`src/rtl/serial_adder_pkg.sv`:
```
// Shared definitions for the serial adder: FSM state encoding and sizing helpers.
package serial_adder_pkg;

  typedef enum logic [1:0] {
    IDLE = 2'd0,
    RUN  = 2'd1,
    DONE = 2'd2
  } state_t;

  function automatic int unsigned calc_steps(input int unsigned width, input int unsigned digit);
    return (digit == 0) ? 0 : width / digit;
  endfunction

  // One spare bit so the counter can represent STEPS itself.
  function automatic int unsigned calc_cnt_w(input int unsigned steps);
    return $clog2(steps) + 1;
  endfunction

endpackage

```
`src/rtl/serial_adder_slice.sv`:
```
// DIGIT-bit combinational ripple of full-adder cells.
module adder_slice #(
  parameter int unsigned DIGIT = 1
) (
  input  logic [DIGIT-1:0] x,
  input  logic [DIGIT-1:0] y,
  input  logic             ci,
  output logic [DIGIT-1:0] s,
  output logic             co
);

  always_comb begin
    logic [DIGIT:0] c;
    c    = '0;
    s    = '0;
    c[0] = ci;
    for (int unsigned i = 0; i < DIGIT; i++) begin
      s[i]   = x[i] ^ y[i] ^ c[i];
      c[i+1] = (x[i] & y[i]) | (c[i] & (x[i] ^ y[i]));
    end
    co = c[DIGIT];
  end

endmodule

```
`src/rtl/serial_adder.sv`:
```
// Multi-cycle adder: {cout,sum} = a + b + cin, DIGIT bits per clock with a
// registered carry and a start/busy/done handshake.
module serial_adder
  import serial_adder_pkg::*;
#(
  parameter int unsigned WIDTH = 8,
  parameter int unsigned DIGIT = 1
) (
  input  logic             clk,
  input  logic             rst_n,
  input  logic             start,
  input  logic [WIDTH-1:0] a,
  input  logic [WIDTH-1:0] b,
  input  logic             cin,
  output logic             busy,
  output logic             done,
  output logic [WIDTH-1:0] sum,
  output logic             cout
);

  localparam int unsigned STEPS = calc_steps(WIDTH, DIGIT);
  localparam int unsigned CNT_W = calc_cnt_w(STEPS);

  if (WIDTH < 1 || DIGIT < 1 || (WIDTH % DIGIT) != 0) begin : g_bad_params
    $error("serial_adder: WIDTH must be >= 1 and a multiple of DIGIT");
  end

  state_t           state, state_nx;
  logic [CNT_W-1:0] cnt;
  logic [WIDTH-1:0] ra, rb, psum, psum_nx;
  logic             carry;
  logic [DIGIT-1:0] s_slice;
  logic             co_slice;
  logic             accept;
  logic             last;

  adder_slice #(.DIGIT(DIGIT)) u_slice (
    .x  (ra[DIGIT-1:0]),
    .y  (rb[DIGIT-1:0]),
    .ci (carry),
    .s  (s_slice),
    .co (co_slice)
  );

  always_comb begin
    state_nx = state;
    busy     = 1'b0;
    done     = 1'b0;
    accept   = 1'b0;
    last     = (cnt == CNT_W'(STEPS - 1));
    // New digit enters at the top; shift expressed without slices so STEPS=1 works.
    psum_nx  = (psum >> DIGIT) | (WIDTH'(s_slice) << (WIDTH - DIGIT));
    case (state)
      IDLE: begin
        accept = start;
        if (start) state_nx = RUN;
      end
      RUN: begin
        busy = 1'b1;
        if (last) state_nx = DONE;
      end
      DONE: begin
        done     = 1'b1;
        accept   = start;
        state_nx = start ? RUN : IDLE;
      end
      default: state_nx = IDLE;
    endcase
  end

  always_ff @(posedge clk or negedge rst_n) begin
    if (!rst_n) state <= IDLE;
    else        state <= state_nx;
  end

  always_ff @(posedge clk or negedge rst_n) begin
    if (!rst_n) begin
      ra    <= '0;
      rb    <= '0;
      psum  <= '0;
      carry <= 1'b0;
      cnt   <= '0;
      sum   <= '0;
      cout  <= 1'b0;
    end else if (accept) begin
      ra    <= a;
      rb    <= b;
      carry <= cin;
      cnt   <= '0;
    end else if (state == RUN) begin
      ra    <= ra >> DIGIT;
      rb    <= rb >> DIGIT;
      carry <= co_slice;
      psum  <= psum_nx;
      cnt   <= cnt + CNT_W'(1);
      if (last) begin
        sum  <= psum_nx;
        cout <= co_slice;
      end
    end
  end

endmodule

```
`config.mk`:
```
export PLATFORM = sky130hd
export DESIGN_NAME = serial_adder
export DESIGN_NICKNAME = d
export VERILOG_FILES = /design/src/rtl/serial_adder_pkg.sv /design/src/rtl/serial_adder_slice.sv /design/src/rtl/serial_adder.sv
export SDC_FILE = /design/constraint.sdc
export NUM_CORES = 1
export LEC_CHECK = 0
export BUFFER_PORTS_ARGS = -buffer_cell sky130_fd_sc_hd__buf_2
export CAP_MARGIN = 20
export CORE_ASPECT_RATIO = 1.25
export CORE_UTILIZATION = 58
export DETAILED_ROUTE_END_ITERATION = 8
export HOLD_SLACK_MARGIN = 0.03
export PLACE_DENSITY = 0.83
export SLEW_MARGIN = 25
export SYNTH_ARGS = -nofsm -noshare
export SYNTH_HDL_FRONTEND = slang
export SYNTH_SLANG_ARGS = --single-unit
```
`constraint.sdc`:
```
create_clock -name clk -period 2.5 [get_ports clk]
set_input_delay 0.25 -clock clk [delete_from_list [all_inputs] [get_ports clk]]
set_output_delay 0.25 -clock clk [all_outputs]
set_load 0.05 [all_outputs]
```
* Word-level counts from Yosys, hierarchy flattened
Index checks and enable logic that the tools add are counted.
** Word-level totals
- Logic and storage cells :: 42
- Output and inout port bits :: 11
- Flip-flop bits (word level) :: 40
- Bits of input ports :: 20
** Operators by class
- $add $sub $neg :: 1
- Bitwise operators :: 7
- Multiplexer cells :: 15
- Equality and inequality tests :: 5
- Reduce and logical (&&, ||, !) cells :: 6
** Operators with widths (number)
- 2-to-1 mux 8 bit :: 4
- 2-to-1 mux 4 bit :: 2
- OR 7 x 8 -> 8 bit :: 1
- 2-to-1 mux 1 bit :: 6
- case mux 2 bit (3 select lines) :: 1
- adder 4 x 1 -> 4 bit, second input constant :: 1
- equality test 4 x 3 -> 1 bit, second input constant :: 1
- 2-to-1 mux 2 bit :: 2
- != test 2 bit, second input constant :: 2
- AND reduction 2 bit :: 2
- AND reduction 3 bit :: 1
- bitwise AND 1 bit :: 2
- equality test 2 x 1 -> 1 bit, second input constant :: 1
- equality test 2 bit, second input constant :: 1
- logical NOT 2 bit :: 1
- nonzero test 2 bit :: 1
- OR reduction 2 bit :: 1
- XOR 1 bit :: 2
- inverter 1 bit :: 1
- OR 1 bit :: 1

* Logic depth before layout (Yosys ltp)
- Depth in word-level cells :: 5
- Depth in mapped cells :: 7
- Depth with buffers taken out :: 4

* By module
From an unflattened synthesis, not the netlist that was laid out.
** Second synthesis, totals
- Cell total of the unflattened synthesis :: 158
- Area, all modules :: 1631.6 um^2
** By module, submodules not included
- serial_adder :: cells an instance 157, times used 1, area each 1611.5 um^2, sequential area each 975.9 um^2
- adder_slice :: cells an instance 1, times used 1, area each 20.0 um^2, sequential area each 0.0 um^2

* Worst setup path before layout
No wires, ideal clock.
- Kind :: reg-to-reg
- Start point :: register state[1]
- End point :: register state[0]
- Stages on the path, launching flop included :: 8
- Clock period less this slack :: 1.463 ns
- Library setup time :: 0.068 ns
- Data required time :: 2.432 ns
- Data arrival time :: 1.395 ns
- Path slack :: 1.037 ns
- Path buffers :: 3
- Cells stage by stage :: dfrtp_1 -> nand2b_1 -> buf_6 -> inv_1 -> buf_2 -> buf_2 -> o21ai_0 -> nand2_1
** On the way
- Cells in the longest elaborated chain, start to end :: 3
- Elaborated cells on any way between the ends :: 7
- Classes of those cells :: eq/ne: 4; mux: 1; reduce/logical: 2
** Ends and longest elaborated chain
- start: declaration :: line serial_adder.sv:28 : state_t state, state_nx;
- start signal: assignment :: line serial_adder.sv:73 : else state <= state_nx;
- equality test 2 x 1 -> 1 bit or logical NOT 2 bit (tied branches) :: line serial_adder.sv:53 : case (state)
- != test 2 bit (no line)
- AND reduction 2 bit (no line)
Parallel ways exist; a longest one is shown, timed or not.
A chain may end at the register's enable or synchronous reset.

* Worst setup path in the final report
- Start point :: register state[1]
- End point :: output busy
** On the way
- Cells in the longest elaborated chain, start to end :: 2
** Ends and longest elaborated chain
- equality test 2 x 1 -> 1 bit :: line serial_adder.sv:53
- 2-to-1 mux 1 bit :: line serial_adder.sv:53
- end: declaration :: line serial_adder.sv:15 : output logic busy,
Every way passes these cells.

==> flow_summary.ini <==
[outcome]
status = complete, no violations

[synth]
synthesis.instances = 161
synth_ff_type = dfrtp_1
netlist.area_leader.share_pct = 59.5
synth_edf_count = 0
synth.largest_area_cell = dfrtp_1
async_flop_share_pct = 100
ys.warnings.count = 0
syn_nets = 183
synth_common_cells = 55 x nand2_1, 39 x dfrtp_1, 14 x nor2_1
netlist_area_um2 = 1640
synthTopCellsByArea = dfrtp_1 60%, nand2_1 13%, mux2_2 6.9%
synth-seq-area-share_pct = 59.5
synth.avg_cell_area_um2 = 10.2
synth_cell_type_count = 21
ys_ff_latch = 39
yosysMostFrequentCell = nand2_1

[setup_path]
startpoint = state[1]
rr_worst_depth = 3
r2r_setup_slack_ps = 680
required_ps = 2250
worstPathCellList = nand2b_1 -> inv_1 -> buf_2
r2r-end = sum[7]
worstReg2RegStart = state[1]
worstPathMaxFanout = 13
crit_path_end_kind = primary output
cp.arrival_ps = 1870
critPathLaunchType = flip-flop
endpoint = busy
slowest_stage = inv_1
worst-setup-path-type = flip-flop to primary output
critPathMaxStageDelay_ps = 410

[clocking]
cts_made_buffers = 5
ctsResizeCount = 0
htree_levels = 2
clockRootBuffer = clkbuf_4
ctsHoldBuffers = 1
cts_setup_buffers = 0
clkLatencyLatePin_ps = 340
cts_num_sinks = 39
clk_transition_reported_paths_ps = 110
clockBufferDepth = 2
cts_tree = yes

[floorplanning]
core_um2 = 2680
die_w_um = 49.5
die_h_um = 61.4
initial_utilization_pct = 61.2
rows = 21
dieArea_um2 = 3040
ios = 31

[cells_and_area]
n_antenna_cell = 0
final_core_util_pct = 69.6
syn2layout_area_growth_pct = 13.8
finalNonFillerCells = 227
nets = 214
drive_gt1_share_pct = 25.9
final_area_um2 = 1870

[timing]
timing.final.crit_period_ps = 2120
tns_ps = 0
max_slew.worst_pin.slew_ps = 841
fmax_mhz = 471
rsz0062_at_grt = no
drv_slew = 0
finalSetupViolations = 0
worst_slack_ps = 376
slew_headroom_pct = 43.9
timing.final.crit_share_pct = 85.0
finalHoldViolCount = 0
fin_skew_ps = 13.6

[placement]
dpl.cell_count = 218
pre_cts_slack_ps = 690
place.gp.congestion = 0.725
hpwl_mm = 2.06
numPortBuffers = 30
postPlaceCellArea_um2 = 1800

[routing]
m1WireLength_mm = 1.26
highest_layer = met4
via_per_inst = 5.49
drt_wl_total_mm = 2.98
wl_met2_mm = 1.54
wl_per_cell_um = 13.1
drt-pass1-iter-count = 4
drt_iter0_markers = 49
drcViolationCount = 0
met3_length_um = 128
drtAntennaViolNets = 0
vias = 1247

[power_and_ir_drop]
vdd_drop_max_uv = 808
total_leakage_power_uw = 0.000927
power.density_nw_per_um2 = 1380

[run]
maxCapViolCount = 0

[global_routing]
grt_pass1_wl_mm = 4.82
antenna_found_initial = 0
overflow = 0
grt_use_total_pct = 22.2
grt_pass1_vias = 1073
grt_max_degree = 40

[worst_hold_path]
hold_path_class = input pin to flip-flop
metal layers:
metal	vias up	track usage (%)
met5	-	0
met4	0	9.39
met3	4	9.14
met2	37	35.1
met1	605	27.2
li1	601	-
cell families (layout without fill, tap and decap cells):
| logic type | after synthesis | after routing | share of synthesized area [%] |
|---|---|---|---|
| compound gates | 20 | 20 | 7.86 |
| fa+ha+maj | 2 | 2 | 1.98 |
| buf+inv | 10 | 42 | 2.90 |
| flops | 39 | 39 | 59.5 |
| mux | 12 | 12 | 8.09 |
| simple gates | 78 | 78 | 19.6 |
worst min-delay path by stage:
stage                     startpoint  slack, ps  cells after the start       end
after global placement         rst_n        390                      1  state[1]
after detailed placement       rst_n        400                      1    sum[3]
after floorplan                rst_n        -50                      0     carry
after CTS                       a[0]        110                      3     ra[0]
after global routing            a[0]        110                      3     ra[0]
final                           a[0]        130                      3     ra[0]
registers in the layout (all words and copies together), names as in the netlist:
name and count:
cout 1, ra 8, rb 8, psum 7, sum 8, cnt 4
carry 1, state 2
placed cells by master, fill, tap and decap left out, drive strengths merged:
master,count
nand2,55
dfrtp,39
buf,32
nor2,14
a31oi,13
mux2,10
clkbuf,7
nand3,3
nor2b,2
a22oi,2
o21ai,2
mux2i,2
a22o,2
nand2b,2
inv,1
nor3,1
a21oi,1
nand4,1
fa,1
ha,1
clkinv,1
dlygate4sd3,1
report_power, final:
part / switching [uW] / internal [uW]
Combinational: 764 / 400
Clock: 192 / 110
Sequential: 183 / 927
Total: 1140 / 1440
stage by stage:
stage | power [uW] | hold WS, ps
5_1_grt | 2780 | 110
3_5_place_dp | 2290 | 398
2_1_floorplan | 2020 | -45.6
3_3_place_gp | 2240 | 385
4_1_cts | 2600 | 111
6_report | 2580 | 133
critical path: cells and delay by family, from the launching register on:
kind | cells | cell delay (ps)
buffers and inverters | 2 | 750
flip-flops | 1 | 400
AND/OR/NAND/NOR | 1 | 380
final cells by class:
| type | count | area [um2] |
|---|---|---|
| Clock buffer | 7 | 45.0 |
| Clock inverter | 1 | 5.00 |
| Fill cell | 225 | 815 |
| Inverter | 1 | 3.75 |
| Multi-Input combinational cell | 112 | 618 |
| Sequential cell | 39 | 976 |
| Tap cell | 34 | 42.5 |
| Timing Repair Buffer | 33 | 175 |
Note: power is estimated with default switching activity, not from simulation.
